--- config.mk ---
export PLATFORM = sky130hd
export DESIGN_NAME = polyphony_voice_allocator
export DESIGN_NICKNAME = d
export VERILOG_FILES = /design/src/rtl/polyphony_voice_allocator.sv
export SDC_FILE = /design/constraint.sdc
export NUM_CORES = 1
export LEC_CHECK = 0
export ABC_AREA = 1
export CAP_MARGIN = 20
export CORE_MARGIN = 5
export CORE_UTILIZATION = 40
export CTS_CLUSTER_SIZE = 16
export DETAILED_ROUTE_END_ITERATION = 10
export PLACE_DENSITY = 0.66
export SKIP_LAST_GASP = 1
export SLEW_MARGIN = 10
export SYNTH_ARGS = -nofsm -noshare
export SYNTH_HDL_FRONTEND = slang
export SYNTH_SLANG_ARGS = --single-unit
--- constraint.sdc ---
create_clock -name clk -period 4.05 [get_ports clk]
set_clock_uncertainty 0.05 [all_clocks]
set_input_delay 0.81 -clock clk [delete_from_list [all_inputs] [get_ports clk]]
set_output_delay 0.81 -clock clk [all_outputs]
set_load 0.02 [all_outputs]
--- src/rtl/polyphony_voice_allocator.sv ---
// Polyphonic voice allocator: assigns note-on requests to voice slots, ages them on beats,
// and gathers per-voice samples into frames for the mixer. Optional macro: VOICE_STEAL_EN.
module polyphony_voice_allocator #(
  parameter int NUM_NOTES = 3,
  parameter int DUR_W     = 6
) (
  input  logic                    clk,
  input  logic                    reset,
  input  logic                    note_on_valid,
  input  logic [5:0]              note_on,
  input  logic [DUR_W-1:0]        note_duration,
  output logic                    note_on_ready,
  input  logic                    beat,
  input  logic                    sample_tick,
  output logic [NUM_NOTES-1:0]    voice_load,
  output logic [5:0]              voice_note,
  output logic [NUM_NOTES-1:0]    voice_active,
  input  logic [NUM_NOTES-1:0]    voice_sample_ready,
  input  logic [NUM_NOTES*16-1:0] voice_samples,
  output logic                    samples_ready,
  output logic [NUM_NOTES*16-1:0] samples,
  output logic [7:0]              multiplier,
  output logic [3:0]              active_count
);

  localparam int IDX_W = $clog2(NUM_NOTES);
`ifdef VOICE_STEAL_EN
  localparam bit STEAL = 1'b1;
`else
  localparam bit STEAL = 1'b0;
`endif

  logic [DUR_W-1:0]        dur_q   [NUM_NOTES];
  logic [15:0]             lat_q   [NUM_NOTES];
  logic [NUM_NOTES-1:0]    collect_q;

  logic [NUM_NOTES-1:0]    expire;
  logic [NUM_NOTES-1:0]    load_vec;
  logic [NUM_NOTES-1:0]    smp_hit;
  logic [NUM_NOTES-1:0]    coll_smp;
  logic [NUM_NOTES-1:0]    active_nxt;
  logic [NUM_NOTES*16-1:0] frame_nxt;
  logic [IDX_W-1:0]        free_idx;
  logic [IDX_W-1:0]        steal_idx;
  logic [DUR_W-1:0]        best_dur;
  logic                    free_found;
  logic                    do_load;
  logic                    emit_voice;
  logic                    emit_zero;
  logic [3:0]              k;

  function automatic logic [7:0] mult_code(input logic [3:0] n);
    case (n)
      4'd2:    mult_code = 8'd128;
      4'd3:    mult_code = 8'd171;
      4'd4:    mult_code = 8'd192;
      4'd5:    mult_code = 8'd205;
      4'd6:    mult_code = 8'd213;
      4'd7:    mult_code = 8'd219;
      4'd8:    mult_code = 8'd224;
      default: mult_code = 8'd0;
    endcase
  endfunction

  always_comb begin
    expire     = '0;
    free_found = 1'b0;
    free_idx   = '0;
    steal_idx  = '0;
    best_dur   = dur_q[0];
    smp_hit    = voice_sample_ready & voice_active;
    k          = '0;
    frame_nxt  = '0;
    for (int i = 0; i < NUM_NOTES; i++) begin
      if (voice_active[i] && beat && dur_q[i] == DUR_W'(1)) expire[i] = 1'b1;
      if (!voice_active[i] && !free_found) begin
        free_found = 1'b1;
        free_idx   = IDX_W'(i);
      end
      if (i > 0 && dur_q[i] < best_dur) begin
        best_dur  = dur_q[i];
        steal_idx = IDX_W'(i);
      end
      k = k + 4'(voice_active[i]);
      if (voice_active[i])
        frame_nxt[i*16 +: 16] = smp_hit[i] ? voice_samples[i*16 +: 16] : lat_q[i];
    end
    // Allocation looks at pre-expiry occupancy; a slot freed this cycle is usable next cycle.
    do_load    = note_on_valid && note_on_ready && (note_duration != '0) && (free_found || STEAL);
    load_vec   = '0;
    if (do_load) load_vec = NUM_NOTES'(1) << (free_found ? free_idx : steal_idx);
    coll_smp   = collect_q | smp_hit;
    emit_voice = !samples_ready && (voice_active != '0) && (&(coll_smp | ~voice_active));
    emit_zero  = !samples_ready && (voice_active == '0) && sample_tick;
    active_nxt = (voice_active & ~expire) | load_vec;
  end

  always_ff @(posedge clk) begin
    if (reset) begin
      note_on_ready <= 1'b0;
      voice_load    <= '0;
      voice_note    <= '0;
      voice_active  <= '0;
      collect_q     <= '0;
      samples_ready <= 1'b0;
      samples       <= '0;
      multiplier    <= '0;
      active_count  <= '0;
      for (int i = 0; i < NUM_NOTES; i++) begin
        dur_q[i] <= '0;
        lat_q[i] <= '0;
      end
    end else begin
      voice_active  <= active_nxt;
      note_on_ready <= STEAL ? 1'b1 : ~&active_nxt;
      voice_load    <= load_vec;
      if (do_load) voice_note <= note_on;
      for (int i = 0; i < NUM_NOTES; i++) begin
        if (load_vec[i])                  dur_q[i] <= note_duration;
        else if (voice_active[i] && beat) dur_q[i] <= dur_q[i] - DUR_W'(1);
        if (smp_hit[i]) lat_q[i] <= voice_samples[i*16 +: 16];
      end
      samples_ready <= emit_voice || emit_zero;
      if (emit_voice) begin
        samples      <= frame_nxt;
        multiplier   <= mult_code(k);
        active_count <= k;
      end else if (emit_zero) begin
        samples      <= '0;
        multiplier   <= '0;
        active_count <= '0;
      end
      // Expired, freshly loaded and stolen voices all restart their frame contribution.
      collect_q <= emit_voice ? '0 : (coll_smp & active_nxt & ~load_vec);
    end
  end

endmodule

==> summary.txt <==
Critical path
  • Critical path capture point type: register
  • CP cell instances: inv_1 -> ha_1 -> nand2_1 -> nand2_1 -> a21oi_2 -> nand2_2 -> o21ai_0 -> ha_1 -> a21oi_1 -> nor2_1 -> a211oi_1 -> nand2_1 -> nand2_1 -> nand2_2 -> nand3_2 -> nand2_2 -> inv_2 -> nand3_4 -> nand2_1 -> nand2_1
  • CP Class: register to register
  • Register-to-register setup slack: 590 ps
  • Worst reg2reg path depth: 20
  • Critical Path Max Stage Delay: 400 ps
  • Cell mode on critical path: nand2_1
  • Standard cell with the maximum stage delay on the critical path: edfxtp_1
  • Data arrival time of the critical path: 3580 ps
  • Endpoint required time on the critical path: 4170 ps
  • Largest fanout on the critical path: 18
  • Launch instance of the worst register-to-register path: dur_q[0][3]
  • Capture instance of the worst register-to-register path: dur_q[2][0]
  • Critical Path Source Type: register

Min path
  • Kind of path behind the tightest hold check: register to register
  • Startpoint of the lowest-slack hold path: active_count[0]
  • Worst-case hold path end point: active_count[0]
  • Worst Hold Depth: 2

CTS
  • Clock latency reported for the late side of the worst-skew pair: 420 ps
  • Reg clk slew, reported paths: 60 ps
  • Buffers inserted during post-CTS setup optimization: 0
  • Number of hold buffers added after CTS: 0
  • Clock tree from TritonCTS: built
  • Num CTS Buffers: 17
  • CTS H-Tree Depth: 4
  • PostCTS Resize Cnt: 0
  • Maximum count of clock buffers along a single path: 2
  • Sinks on Clock Net: 134
  • Root buffer cell: clkbuf_16

Global routing
  • Met3 usage: 5.22%
  • Total Routing Usage GR: 17.5%
  • GR Util met2: 27.4%
  • Global route hottest layer: met2
  • Global-route met1 utilization: 23.6%
  • Sum of overflow across all layers after global routing: 0
  • Via count of the first global-routing pass: 4,920
  • Number of antenna violations at the first check in global routing: 0
  • First-pass GRT wire length: 25,600 um
  • Largest net degree at the start of global routing: 60

Timing
  • Fin. Hold Viols: 0
  • Relative max-transition margin: 50.5%
  • Unrepaired setup endpoints after global routing: no
  • Final count of pins violating max slew: 0
  • Fmax: 0.289 GHz
  • TNS Setup: 0 ps
  • Final critical-path required period: 3460 ps
  • Slew @ Worst Pin: 733 ps
  • Fraction of the cycle the final worst path needs: 85.4%
  • Setup violation total in the final timing report: 0

Finish
  • Diodes inserted: 0
  • Layout overhead on the synthesized area: 31.7%
  • Design Area, Final: 8520 sq um
  • Area occupied by multi-input gates: 2500 sq um
  • Sequential Area: 3340 sq um
  • Filler cell count in the final layout: 1,537
  • Share of cells above drive strength 1: 10.3%
  • Net count of the finished layout: 971

Detailed routing
  • Remaining antenna violation count: 0
  • Overall via count from detail_route: 5,264
  • Drt first-iter violations: 350
  • Routed length per instance: 14.5 um
  • DRC: 0
  • Detailed Routing Iterations Pass 1: 5
  • Vias per Instance: 4.72
  • Final routed wirelength across all metal layers: 16,200 um

Placement
  • Port-buffer cells: 136
  • Sum of net half-perimeters after detailed placement: 11,400 um
  • Post-detailed-placement cell area: 7940 sq um
  • RD Place Congestion: 0.875

Floorplanning
  • Total I/O pin count: 142
  • Total number of placement rows: 46
  • Die boundary width: 137 um
  • Initial Utilization: 40.7%
  • Die Area: 18,800 sq um
  • Height of the die: 137 um
  • CORE AREA: 15,900 sq um

Logic synthesis
  • Register area share after synthesis: 51.7%
  • Syn avg cell area: 8.45 sq um
  • FF+latch count, synth: 134
  • Gate Count Post-Synth: 766
  • Total standard cell area after synthesis: 6470 sq um
  • Number of distinct library cell variants in the gate-level netlist after synthesis: 37
  • Warnings, synthesis: 0

Power
  • Part of the total power dissipated in the clock network: 44.4%
  • Int Pwr: 2.54 mW
  • Share of total power consumed by net switching: 25.6%
  • Power per cell area: 401 nW/um^2
  • Total leakage power: 3.52 nW
  • Switching power: 0.875 mW
  • Logic gate share of total power: 11.6%
  • Sequential Power Share: 44.0%
  • Maximum resistive drop on vdd: 0.331 mV

Status
  • Run status: finished clean

Flow run
  • Max capacitance violation total: 0
[cells by family after synthesis]
| kind of cell | synth area share [%] |
|---|---|
| other cells | 0.0580 |
| flops | 51.7 |
| xor+xnor | 1.08 |
| fa+ha+maj | 3.40 |
| compound gates | 13.2 |
| simple gates | 20.5 |
| buf+inv | 10.2 |
[synth_stat cells, drive strengths merged]
library cell    n  share of area, %
inv           109               6.3
ha             16               3.1
clkbuf         23               1.3
xnor2           3              0.41
fa              1              0.31
nand3          18               1.8
edfxtp         66                31
nand3b          2              0.23
o41ai           1              0.14
o31ai           2              0.23
a21oi          57               4.5
o211ai         48               5.6
nand2         189                12
a211oi          2              0.23
a22o            1              0.14
nor4            1             0.097
conb            1             0.058
dfxtp          68                21
buf            24               2.5
or2             1             0.097
nand4           1             0.097
o21bai          1              0.29
nor3            9              0.70
o21ai          27               2.1
xor2            5              0.68
nor2           90               5.7
[sequential cells by signal, summed over array words and instances (netlist names)]
name / flops
samples_ready: 1
multiplier: 2
note_on_ready: 1
samples: 48
voice_active: 3
collect_q: 3
dur_q: 18
voice_load: 3
lat_q: 48
voice_note: 6
active_count: 1
[worst max path at each step]
stage                   to         from
6_report       dur_q[2][0]  dur_q[0][3]
5_1_grt        dur_q[2][1]  dur_q[0][3]
4_1_cts        dur_q[2][0]  dur_q[1][3]
3_5_place_dp   dur_q[2][4]  dur_q[1][3]
3_3_place_gp   dur_q[2][4]  dur_q[1][3]
2_1_floorplan  dur_q[1][0]  dur_q[1][4]
[worst max-delay path: cells and delay by family, from the launching register on]
family	cells	cell delay (ps)
compound gates	4	790
fa+ha+maj	2	550
buf+inv	2	210
flops	1	400
simple gates	12	1190
[per-stage QoR]
step | total power, mW | util (%) | setup WS (ps) | hold slack [ps] | std cells
floorplan | 1.78 | - | 881 | 457 | 770
CTS | 3.45 | 53.6 | 599 | 411 | 1115
finish | 3.42 | 53.6 | 592 | 411 | 1115
detailed placement | 1.93 | 50.0 | 610 | 404 | 1083
global route | 3.57 | 53.6 | 185 | 430 | 1115
global placement | 1.93 | 50.0 | 683 | 402 | 1083
[area by class of cell]
| class | count | share of cell area, % |
|---|---|---|
| Clock buffer | 18 | 5.04 |
| Multi-Input combinational cell | 480 | 29.3 |
| Timing Repair Buffer | 144 | 16.6 |
| Inverter | 109 | 4.80 |
| Clock inverter | 14 | 1.81 |
| Sequential cell | 134 | 39.2 |
| Tap cell | 216 | 3.17 |
[metal layers]
layer / wire [um] / share of wire [%] / up-vias
li1: - / - / 2711
met2: 7390 / 46 / 133
met4: 182 / 1.1 / 0
met1: 7650 / 47 / 2407
met5: 0 / 0 / -
met3: 978 / 6.0 / 13
[power by group through the flow]
stage / clock [mW] / sequential, mW / combinational, mW
after global placement: 0 / 1.53 / 0.396
after detailed placement: 0 / 1.53 / 0.397
after floorplan: 0 / 1.53 / 0.244
final: 1.52 / 1.50 / 0.395
after CTS: 1.55 / 1.50 / 0.399
after global routing: 1.62 / 1.51 / 0.445
[cell usage in the layout, fill, tap and decap left out, types with 3 or more instances in the layout]
| master | count |
|---|---|
| clkbuf_16 | 17 |
| dfxtp_1 | 68 |
| clkdlybuf4s50_1 | 135 |
| nand2_1 | 172 |
| clkinv_2 | 3 |
| nand2_2 | 16 |
| o211ai_1 | 48 |
| ha_1 | 16 |
| nor2_1 | 85 |
| nor3_1 | 9 |
| o21ai_0 | 27 |
| a21oi_1 | 56 |
| nor2_4 | 4 |
| nand3_1 | 14 |
| clkinv_4 | 4 |
| inv_2 | 23 |
| xnor2_1 | 3 |
| nand3_2 | 3 |
| conb_1 | 5 |
| xor2_1 | 5 |
| edfxtp_1 | 66 |
| buf_4 | 8 |
| inv_1 | 86 |
Note: power is estimated with default switching activity, not from simulation.
